### src/rtl/onehot_arbiter_rr.sv
// Packet-level round-robin arbiter: registered one-hot grant locked for a whole
// packet, priority rotating past the winner once its last beat transfers.
module onehot_arbiter_rr #(
   parameter int WIDTH = 8
) (
   input  logic                       clk,
   input  logic                       rst_n,
   input  logic [WIDTH-1:0]           req_vld,
   input  logic [WIDTH-1:0]           req_lst,
   output logic [WIDTH-1:0]           req_rdy,
   output logic                       gnt_vld,
   output logic                       gnt_lst,
   input  logic                       gnt_rdy,
   output logic [WIDTH-1:0]           gnt_oht,
   output logic [$clog2(WIDTH)-1:0]   gnt_idx
);

   localparam int WIDTH_LOG = $clog2(WIDTH);

   typedef enum logic {IDLE, BUSY} state_t;

   state_t                 state_q, state_d;
   logic [WIDTH_LOG-1:0]   ptr_q, ptr_d;
   logic [WIDTH_LOG-1:0]   gnt_idx_q, gnt_idx_d;
   logic [WIDTH-1:0]       gnt_oht_q, gnt_oht_d;
   logic [WIDTH_LOG-1:0]   pick_idx, cand;
   logic                   pick_vld;
   logic                   xfer_lst;

   // NOTE: sequential state uses non-blocking assignments so every register
   // samples the pre-edge values of the others.
   always_ff @(posedge clk or negedge rst_n) begin
      if (!rst_n) begin
         state_q   <= IDLE;
         ptr_q     <= WIDTH_LOG'(WIDTH - 1);
         gnt_oht_q <= '0;
         gnt_idx_q <= '0;
      end else begin
         state_q   <= state_d;
         ptr_q     <= ptr_d;
         gnt_oht_q <= gnt_oht_d;
         gnt_idx_q <= gnt_idx_d;
      end
   end

   // Rotating search ptr+1 .. ptr (mod WIDTH); only indices below WIDTH are visited.
   always_comb begin
      pick_vld = 1'b0;
      pick_idx = '0;
      cand     = '0;
      for (int k = 1; k <= WIDTH; k++) begin
         cand = WIDTH_LOG'((int'(ptr_q) + k) % WIDTH);
         if (!pick_vld && req_vld[cand]) begin
            pick_vld = 1'b1;
            pick_idx = cand;
         end
      end
   end

   // NOTE: every combinational output gets a default first so no latch is inferred.
   always_comb begin
      state_d   = state_q;
      ptr_d     = ptr_q;
      gnt_oht_d = gnt_oht_q;
      gnt_idx_d = gnt_idx_q;
      unique case (state_q)
         IDLE: begin
            if (pick_vld) begin
               state_d   = BUSY;
               gnt_oht_d = {{(WIDTH-1){1'b0}}, 1'b1} << pick_idx;
               gnt_idx_d = pick_idx;
            end
         end
         BUSY: begin
            if (xfer_lst) begin
               state_d   = IDLE;
               ptr_d     = gnt_idx_q;
               gnt_oht_d = '0;
               gnt_idx_d = '0;
            end
         end
         default: ;
      endcase
   end

   always_comb begin
      req_rdy  = '0;
      gnt_vld  = 1'b0;
      gnt_lst  = 1'b0;
      xfer_lst = 1'b0;
      if (state_q == BUSY) begin
         gnt_vld  = req_vld[gnt_idx_q];
         gnt_lst  = req_vld[gnt_idx_q] & req_lst[gnt_idx_q];
         req_rdy  = gnt_rdy ? gnt_oht_q : '0;
         xfer_lst = req_vld[gnt_idx_q] & req_lst[gnt_idx_q] & gnt_rdy;
      end
   end

   assign gnt_oht = gnt_oht_q;
   assign gnt_idx = gnt_idx_q;

endmodule

### config.mk
export PLATFORM = sky130hd
export DESIGN_NAME = onehot_arbiter_rr
export DESIGN_NICKNAME = d
export VERILOG_FILES = /design/src/rtl/onehot_arbiter_rr.sv
export SDC_FILE = /design/constraint.sdc
export NUM_CORES = 1
export LEC_CHECK = 0
export ABC_CLOCK_PERIOD_IN_PS = 4900
export BUFFER_PORTS_ARGS = -buffer_cell sky130_fd_sc_hd__buf_2
export CAP_MARGIN = 20
export CORE_ASPECT_RATIO = 0.9
export CORE_MARGIN = 5
export CORE_UTILIZATION = 50
export DETAILED_ROUTE_END_ITERATION = 10
export GPL_TIMING_DRIVEN = 0
export PLACE_DENSITY = 0.85
export SLEW_MARGIN = 20
export SYNTH_ARGS = -nofsm -noshare
export SYNTH_HDL_FRONTEND = slang
export SYNTH_SLANG_ARGS = --single-unit
### constraint.sdc
create_clock -name clk -period 4.9 [get_ports clk]
set_clock_uncertainty 0.15 [all_clocks]
set_input_delay 0.735 -clock clk [delete_from_list [all_inputs] [get_ports clk]]
set_output_delay 0.735 -clock clk [all_outputs]
set_load 0.005 [all_outputs]
Word-level counts from Yosys, hierarchy flattened. Index checks and enable logic that the tools add are counted.

Add/sub/neg operators: 8. Order comparisons: 9. Eq/ne operators: 2. Shift operators: 1. Multiplexer cells: 50. Bitwise logic cells: 3. Reduce and logical (&&, ||, !) cells: 16.

Operators by type and width (number): 3-bit by 4-bit < comparator with 1-bit output, second input constant (9); 8-bit 2-to-1 mux (4); 1-bit binary-select mux with 3-bit select (10); 3-bit 2-to-1 mux (10); 1-bit 2-to-1 mux (23); 8-bit one-hot mux with 2 select lines (1); 3-bit adder, second input constant (4); 1-bit by 3-bit << shifter with 8-bit output, first input constant (1); 1-bit logical AND (7); 1-bit logical NOT (7); 3-bit by 1-bit adder with 3-bit output, second input constant (2); 3-bit by 2-bit adder with 3-bit output, second input constant (2); 3-bit one-hot mux with 2 select lines (1); 2-bit AND reduction (2); 1-bit AND (2); 2-bit by 1-bit inequality test with 1-bit output, second input constant (1); 2-bit inequality test, second input constant (1); 1-bit one-hot mux with 2 select lines (1); 1-bit inverter (1).

Register bits after elaboration: 15. Bits of input ports: 19. Output and inout bits: 21. Word-level logic and storage cells: 93.

Longest topological paths before layout. Gate-level depths: netlist of run 1.

Depth in word-level cells: 28. Mapped depth: 13.

Least setup slack after synthesis of run 1. Ideal clock, no wire load.

Path kind: register to register. Start point: reg ptr_q[1]. End point: reg gnt_oht_q[4] (netlist: gnt_oht[4]). Setup time: 0.122 ns. Arrival time: 3.054 ns. Required time: 4.628 ns. Path slack: 1.575 ns. Cell stages (with the launch flop): 13. Buffers on the path: 3. Cell sequence: dfstp_2 > buf_6 > buf_2 > inv_1 > ha_1 > clkbuf_1 > mux4_2 > nor2_1 > nor2_1 > o32ai_1 > nor3_1 > or3_1 > a32o_1.

Longest elaborated chain between the ends: 28. Elaborated cells between the ends (all ways): 59. Those cells by class: add/sub: 8; eq/ne: 1; shift: 1; mux: 34; reduce/logical: 15.

Ends and longest elaborated chain: start: declaration (line 23) `logic [WIDTH_LOG-1:0] ptr_q, ptr_d;`; start signal: assignment (line 35) `ptr_q <= WIDTH_LOG'(WIDTH - 1);`; start signal: assignment (line 40) `ptr_q <= ptr_d;`; 3-bit by 1-bit adder with 3-bit output (line 52) `cand = WIDTH_LOG'((int'(ptr_q) + k) % WIDTH);`; 1-bit binary-select mux with 3-bit select (line 53) `if (!pick_vld && req_vld[cand]) begin`; 1-bit 2-to-1 mux (not written as such) (line 53); 1-bit 2-to-1 mux (line 53); 1-bit logical NOT (line 53); 1-bit logical AND (line 53); 1-bit 2-to-1 mux (line 53); 1-bit logical NOT (line 53); [... 12 more ...]; 1-bit logical AND (line 53); 1-bit 2-to-1 mux (line 53); 1-bit logical NOT (line 53); 1-bit logical AND (line 53); 3-bit 2-to-1 mux (line 53); 1-bit by 3-bit << shifter with 8-bit output (line 70) `gnt_oht_d = {{(WIDTH-1){1'b0}}, 1'b1} << pick_idx;`; 8-bit 2-to-1 mux (line 68) `if (pick_vld) begin`; 8-bit one-hot mux with 2 select lines (line 66) `unique case (state_q)`; end signal: assignment (line 41) `gnt_oht_q <= gnt_oht_d;`; end: declaration (line 25) `logic [WIDTH-1:0] gnt_oht_q, gnt_oht_d;`.

Several ways; a longest one is shown, not always the timed one. The select of a mux whose other input is x is not followed. A chain may end at the register's enable or synchronous reset.

Final worst setup path of run 1.
Start point: reg ptr_q[1]. End point: reg gnt_oht_q[5] (netlist: gnt_oht[5]).

The elaborated chain is that of the path after synthesis.

==> results of run 1 <==
==> power groups by stage <==
stage               clock network (mW)  logic, mW  registers (mW)
CTS                             0.0715       1.03           0.218
finish                          0.0697       1.04           0.218
global placement                     0      0.998           0.219
detailed placement                   0       1.02           0.220
floorplan                            0      0.795           0.216
global route                    0.0761       1.14           0.225
==> cell usage after synthesis (3+ instances only) <==
| cell type | number |
|---|---|
| nand2_1 | 4 |
| mux2_4 | 4 |
| xnor2_1 | 3 |
| nor3_1 | 4 |
| buf_6 | 3 |
| clkbuf_1 | 4 |
| nor2b_1 | 5 |
| dfrtp_1 | 12 |
| inv_1 | 4 |
| nand2b_1 | 3 |
| nor2_1 | 8 |
| dfstp_2 | 3 |
| mux4_2 | 14 |
| o21ai_0 | 4 |
| a21oi_1 | 5 |
| a32o_1 | 8 |
| mux2_2 | 5 |
| mux2i_1 | 10 |
| and3_1 | 8 |
| a22o_1 | 3 |
| nand3_1 | 3 |
==> metal layers <==
| layer | GRT usage, % | vias to the layer above | part of all wire (%) |
|---|---|---|---|
| met5 | 0 | - | 0 |
| met4 | 5.74 | 0 | 1.1 |
| met3 | 3.50 | 8 | 4.0 |
| met2 | 33.5 | 52 | 50 |
| met1 | 25.4 | 749 | 45 |
| li1 | - | 690 | - |
==> registers in the layout, summed over array words and instances, names as in the netlist <==
signal / flops
gnt_oht: 8
gnt_idx: 3
ptr_q: 3
state_q: 1
==> stage by stage <==
stage | worst slack [ns] | area, µm² | hold WS (ns) | utilization [%] | power, mW
6_report | 1.10 | 1880 | 0.195 | 61.2 | 1.32
2_1_floorplan | 1.57 | 1600 | 0.289 | - | 1.01
5_1_grt | 0.859 | 1880 | 0.212 | 61.2 | 1.44
4_1_cts | 1.12 | 1880 | 0.198 | 61.2 | 1.32
3_5_place_dp | 1.14 | 1850 | 0.346 | 60.3 | 1.24
3_3_place_gp | 1.17 | 1850 | 0.345 | 60.3 | 1.22
==> layout make-up <==
class / instances / area [µm²]
well taps: 42 / 52.6
plain buffers: 9 / 58.8
repair buffers: 39 / 195
inverters: 5 / 18.8
clock buffers: 4 / 26.3
flip-flops and latches: 15 / 379
multi-input cells: 121 / 1150
fillers: 278 / 1190
==> cells by family after synthesis <==
kind of cell	synth area share [%]
AO/OA/AOI/OAI	16.8
XOR/XNOR	1.64
adder cells (fa/ha/maj)	1.56
buffers and inverters	4.84
flip-flops	23.7
multiplexers	34.0
AND/OR/NAND/NOR	17.5
==> worst max-delay path, stage by stage, from the launching register on <==
cell	delay [ns]
dfstp_2	0.55
buf_6	0.14
buf_2	0.27
inv_1	0.13
ha_1	0.30
clkbuf_1	0.32
mux4_2	0.46
nor2_1	0.18
nor2_1	0.06
o32ai_1	0.26
nor3_1	0.11
or3_1	0.46
a32o_1	0.30
==> worst max-delay path by stage <==
| stage | from | cells past startpoint | slack (ns) | to |
|---|---|---|---|---|
| after global routing | ptr_q[1] | 12 | 0.86 | gnt_oht[5] |
| after global placement | ptr_q[1] | 12 | 1.17 | gnt_oht[5] |
| after floorplan | ptr_q[1] | 12 | 1.57 | gnt_oht[4] |
| after CTS | ptr_q[1] | 12 | 1.12 | gnt_oht[5] |
| final | ptr_q[1] | 12 | 1.10 | gnt_oht[5] |
| after detailed placement | ptr_q[1] | 12 | 1.14 | gnt_oht[6] |
==> impl_metrics.json, run 1 <==
{
  "status": "finished, final reports clean",
  "yosys-top-cells-area": "mux4_2, dfrtp_1, mux2i_1, a32o_1, dfstp_2",
  "clockBufferDepth": 2,
  "worst_setup_path_start_kind": "register",
  "synth_area_um2": 1600,
  "routed_wl_um": 4180,
  "cp-end-kind": "register",
  "layout_common_cells": "buf_2, mux4_2, dfrtp_1, mux2i_1",
  "ios": 40,
  "netlist_instances": 150,
  "row_count": 19,
  "rrSetupSlack_ns": 1.10,
  "cts-hold-fix-buffers": 0,
  "gp_congestion": 0.902,
  "max_slew_margin_pct": 64.8,
  "netlist.area_leader.share_pct": 19.7,
  "hpwlAfterDp_um": 3150,
  "cts_buffers": 3,
  "hold_violations": 0,
  "grt_pass1_vias": 1515,
  "min_path_type": "in2async",
  "clockRootBuffer": "clkbuf_4",
  "die-height_um": 63.7,
  "p_leak_nw": 0.855,
  "die_w_um": 69.7,
  "syn_area_per_cell_um2": 10.7,
  "drt_iter0_drc": 78,
  "gr-total-overflow": 0,
  "synthToLayoutAreaGrowth_pct": 17.1,
  "setup_viol": 0,
  "reg2reg_depth": 12,
  "powerDensity_nw_per_um2": 705,
  "cp_max_fo": 10,
  "diodes": 0,
  "yosysUniqueCellTypes": 48,
  "grt_max_degree": 16,
  "swShare_pct": 48.3,
  "drv_slew": 0,
  "synth_edf_count": 0,
  "port_buffers": 39,
  "crit_type": "reg2reg",
  "layout-drive-gt1-share_pct": 41.5,
  "finalSetupTns_ns": 0,
  "ys_async_sr_fraction_pct": 100,
  "switching_power_mw": 0.639,
  "clkSinkCount": 15,
  "grt_pass1_wl_um": 7200,
  "critical_path_arrival_ns": 3.82,
  "clock_latency_ns": 0.28,
  "synth.net_count": 171,
  "combPwrFrac_pct": 78.3,
  "worst_pin_slew_ns": 0.528,
  "fmax_ghz": 0.263,
  "placedCellCount": 231,
  "r2r_end": "gnt_oht[5]",
  "cts_tree": "done",
  "antenna_found_initial": 0,
  "ys.flop_type": "dfrtp_1",
  "final_nets": 215,
  "critPathRequiredTime_ns": 4.93,
  "die_area_um2": 4440,
  "vias": 1499,
  "maxCapViolCount": 0,
  "route.detailed.drc": 0,
  "layout_commonest_cell": "buf_2",
  "fin_crit_sh_pct": 77.5,
  "core_um2": 3070,
  "vdd.ir_drop.worst_v": 0.000360,
  "cts_setup_buffers": 0,
  "pwr-share-seq_pct": 16.5,
  "path_clk_slew_ns": 0.08,
  "fin_cells": 235,
  "ys_seq_elements": 15,
  "cts_max_level": 1,
  "yosysTopAreaCell": "mux4_2",
  "r2r-start": "ptr_q[1]",
  "ys_warn_count": 0,
  "intPower_mw": 0.684,
  "initial_utilization_pct": 52.3,
  "vias_per_cell": 6.38,
  "ant_nets": 0,
  "grt_use_total_pct": 19.6,
  "p_clk_share_pct": 5.3,
  "cts_resized": 0,
  "rsz0062_at_grt": "false",
  "period_minus_slack_ns": 3.80,
  "yosysSeqAreaShare_pct": 23.7,
  "wl_per_cell_um": 17.8,
  "first_pass_iters": 4
}
(Power assumes the default switching activity.)
==> run 2, diff against run 1 <==
ABC_AREA = 1   (was unset)
ABC_CLOCK_PERIOD_IN_PS = 3600   (was 4900)
clock period = 3.6 ns   (was 4.9 ns; I/O delays follow)
==> run 2 against run 1 <==
Against the previous run: sequential share of layout area up 0.26 points; highest routed layer unchanged; first-iteration DRC count fell by 18%; sequential cell count did not move; core utilization shrank 0.30 points; count of clock-buffer cells in the layout unchanged; hold slack better by 0.16 ns; critical endpoint is now gnt_oht[0].
==> impl_metrics.json, run 2 <==
{
  "largest_reg_flops": 8,
  "grt_pass1_wl_um": 6880,
  "clock_latency_ns": 0.28,
  "die_w_um": 69.1,
  "layout-drive-gt1-share_pct": 27.9,
  "cp-end-kind": "register",
  "cts_max_level": 1,
  "grt_pass1_vias": 1633,
  "drt_iter0_drc": 64,
  "worst_pin_slew_ns": 0.310,
  "startpoint": "ptr_q[0]",
  "switching_power_mw": 1.21,
  "combPwrFrac_pct": 81.1,
  "clockRootBuffer": "clkbuf_4",
  "first_pass_iters": 4,
  "path_common_cell": "nand2_1",
  "slowest_stage": "dfstp_2",
  "ys_seq_elements": 15,
  "swShare_pct": 59.8,
  "fin_crit_sh_pct": 79.4,
  "die-height_um": 63.1,
  "vias": 1758,
  "die_area_um2": 4360,
  "ys_top_cells_by_count": "nand2_1, nor2_1, nand3_1",
  "ys_async_sr_fraction_pct": 100,
  "core_um2": 3040,
  "pwr-share-seq_pct": 14.2,
  "synthToLayoutAreaGrowth_pct": 18.1,
  "critical_path_arrival_ns": 2.93,
  "critPathCapture": "gnt_oht[0]",
  "port_buffers": 39,
  "cp_slowest_stage_delay_ns": 0.58,
  "cp_max_fo": 9,
  "clkSinkCount": 15,
  "p_clk_share_pct": 4.7,
  "min_path_type": "reg2reg",
  "netlist_instances": 254,
  "cts_setup_buffers": 0,
  "crit_cells": 18,
  "routed_wl_um": 4020,
  "setup_viol": 0,
  "ios": 40,
  "antenna_found_initial": 0,
  "clockBufferDepth": 2,
  "fin_area_um2": 1850,
  "path_clk_slew_ns": 0.08,
  "hold_violations": 0,
  "drv_slew": 0,
  "period_minus_slack_ns": 2.86,
  "finalSetupTns_ns": 0,
  "diodes": 0,
  "ant_nets": 0,
  "powerDensity_nw_per_um2": 1090,
  "rsz0062_at_grt": "false",
  "critPathRequiredTime_ns": 3.67,
  "synth.net_count": 275,
  "cts_tree": "done",
  "initial_utilization_pct": 51.6,
  "netlist.area_leader.share_pct": 19.1,
  "yosysTopAreaCell": "dfrtp_1",
  "yosysSeqAreaShare_pct": 24.2,
  "p_leak_nw": 1.01,
  "cp_cell_sequence": "inv_2 -> ha_1 -> buf_2 -> inv_1 -> nand3_1 -> nand2_1 -> nand2_1 -> nand2_4 -> inv_2 -> nand2_1 -> nor2_1 -> nor2_1 -> nand3_1 -> nor2_1 -> nand3_2 -> nor2_1 -> nand2_1 -> nand2_1",
  "ys.flop_type": "dfrtp_1",
  "cts_resized": 0,
  "vdd.ir_drop.worst_v": 0.000535,
  "yosysMostFrequentCell": "nand2_1",
  "r2r-start": "ptr_q[0]",
  "final_nets": 320,
  "vias_per_cell": 5.17,
  "cp_num_buf_inv": 4,
  "reg2reg_depth": 18,
  "postPlaceCellArea_um2": 1820,
  "fmax_ghz": 0.350,
  "max_slew_margin_pct": 79.4,
  "grt_max_degree": 16,
  "crit_type": "reg2reg",
  "cts-hold-fix-buffers": 1,
  "gp_congestion": 0.873,
  "wl_per_cell_um": 11.8,
  "route.detailed.drc": 0,
  "cts_buffers": 3,
  "layout_common_cells": "nand2_1, buf_2, nor2_1, nand3_1, inv_1",
  "gr-total-overflow": 0,
  "intPower_mw": 0.812,
  "layout_commonest_cell": "nand2_1",
  "nFillCells": 320,
  "maxCapViolCount": 0,
  "r2r_end": "gnt_oht[0]",
  "yosysUniqueCellTypes": 30,
  "status": "finished, final reports clean",
  "synth_area_um2": 1570,
  "cp_top_family": "simple AND/OR/NAND/NOR gates",
  "hpwlAfterDp_um": 3260,
  "rrSetupSlack_ns": 0.74,
  "syn_area_per_cell_um2": 6.18,
  "grt_use_total_pct": 18.5,
  "ys_warn_count": 0,
  "worst_setup_path_start_kind": "register",
  "row_count": 19,
  "synth_edf_count": 0,
  "yosys-top-cells-area": "dfrtp_1, nand2_1, nand3_1, nor2_1, inv_1"
}
[run 2: cell count changes after synthesis, moves of 7 or more]
cell	previous run	this run
a32o_1	8	0
and3_1	8	0
nand3_1	3	32
nand2_2	0	7
inv_1	4	24
o21ai_0	4	16
mux4_2	14	0
mux2i_1	10	0
nand2_1	4	74
nor2_1	8	33
inv_2	1	9
[run 2: power groups by stage]
| stage | Combinational [mW] | Sequential, mW | Clock, mW |
|---|---|---|---|
| 6_report | 1.64 | 0.287 | 0.0947 |
| 5_1_grt | 1.84 | 0.297 | 0.102 |
| 4_1_cts | 1.63 | 0.286 | 0.0937 |
| 3_5_place_dp | 1.62 | 0.287 | 0 |
| 3_3_place_gp | 1.58 | 0.286 | 0 |
| 2_1_floorplan | 1.27 | 0.284 | 0 |
[run 2: worst min-delay path by stage]
stage | depth (start not counted) | slack (ns) | end | from
global route | 1 | 0.41 | gnt_idx[0] | state_q
CTS | 2 | 0.36 | gnt_oht[1] | gnt_oht[1]
floorplan | 0 | 0.09 | gnt_idx[0] | rst_n
global placement | 1 | 0.30 | gnt_oht[3] | rst_n
detailed placement | 1 | 0.30 | gnt_oht[3] | rst_n
finish | 2 | 0.36 | gnt_oht[1] | gnt_oht[1]
[run 2: cell families (layout without fill, tap and decap cells)]
group                      count (synthesis)  after routing  synth area share [%]
DFF                                       15             15                  24.2
adders and majority gates                  2              2                  1.59
xor gates and xnor gates                   3              3                  2.63
AOI/OAI and AO/OA                         31             31                  11.9
buffers and inverters                     40             84                  10.7
and+or+nand+nor                          163            163                  49.0
[run 2: metrics by stage]
step           power, mW  cells  hold WS (ns)  worst slack, ns  util [%]
2_1_floorplan       1.56    254        0.0944             1.10         -
3_3_place_gp        1.87    335         0.302            0.816      59.7
3_5_place_dp        1.91    335         0.298            0.770      59.7
4_1_cts             2.01    340         0.364            0.746      60.9
5_1_grt             2.24    340         0.408            0.463      60.9
6_report            2.02    340         0.357            0.742      60.9
[run 2: cell type report]
class	instances	area (µm²)	share of cell area (%)
buffer	5	36.3	1.96
clock buffer	4	26.3	1.42
inverter	35	131	7.09
multi-input combinational	199	1020	55.2
sequential	15	379	20.5
tap	42	52.6	2.84
timing repair buffer	40	205	11.1
[run 2: layer usage]
layer,global-route usage (%),vias to the layer above,wire length [µm]
met5,0,-,0
met4,5.37,0,33
met3,2.07,5,160
met2,33.3,39,1980
met1,23.1,801,1840
li1,-,913,-
[run 2: worst register-to-register path, stage by stage, from the launching register on]
cell     delay [ns]
dfstp_2        0.58
inv_2          0.09
ha_1           0.29
buf_2          0.17
inv_1          0.16
nand3_1        0.12
nand2_1        0.10
nand2_1        0.09
nand2_4        0.12
inv_2          0.05
nand2_1        0.06
nor2_1         0.03
nor2_1         0.09
nand3_1        0.08
nor2_1         0.15
nand3_2        0.16
nor2_1         0.18
nand2_1        0.07
nand2_1        0.07
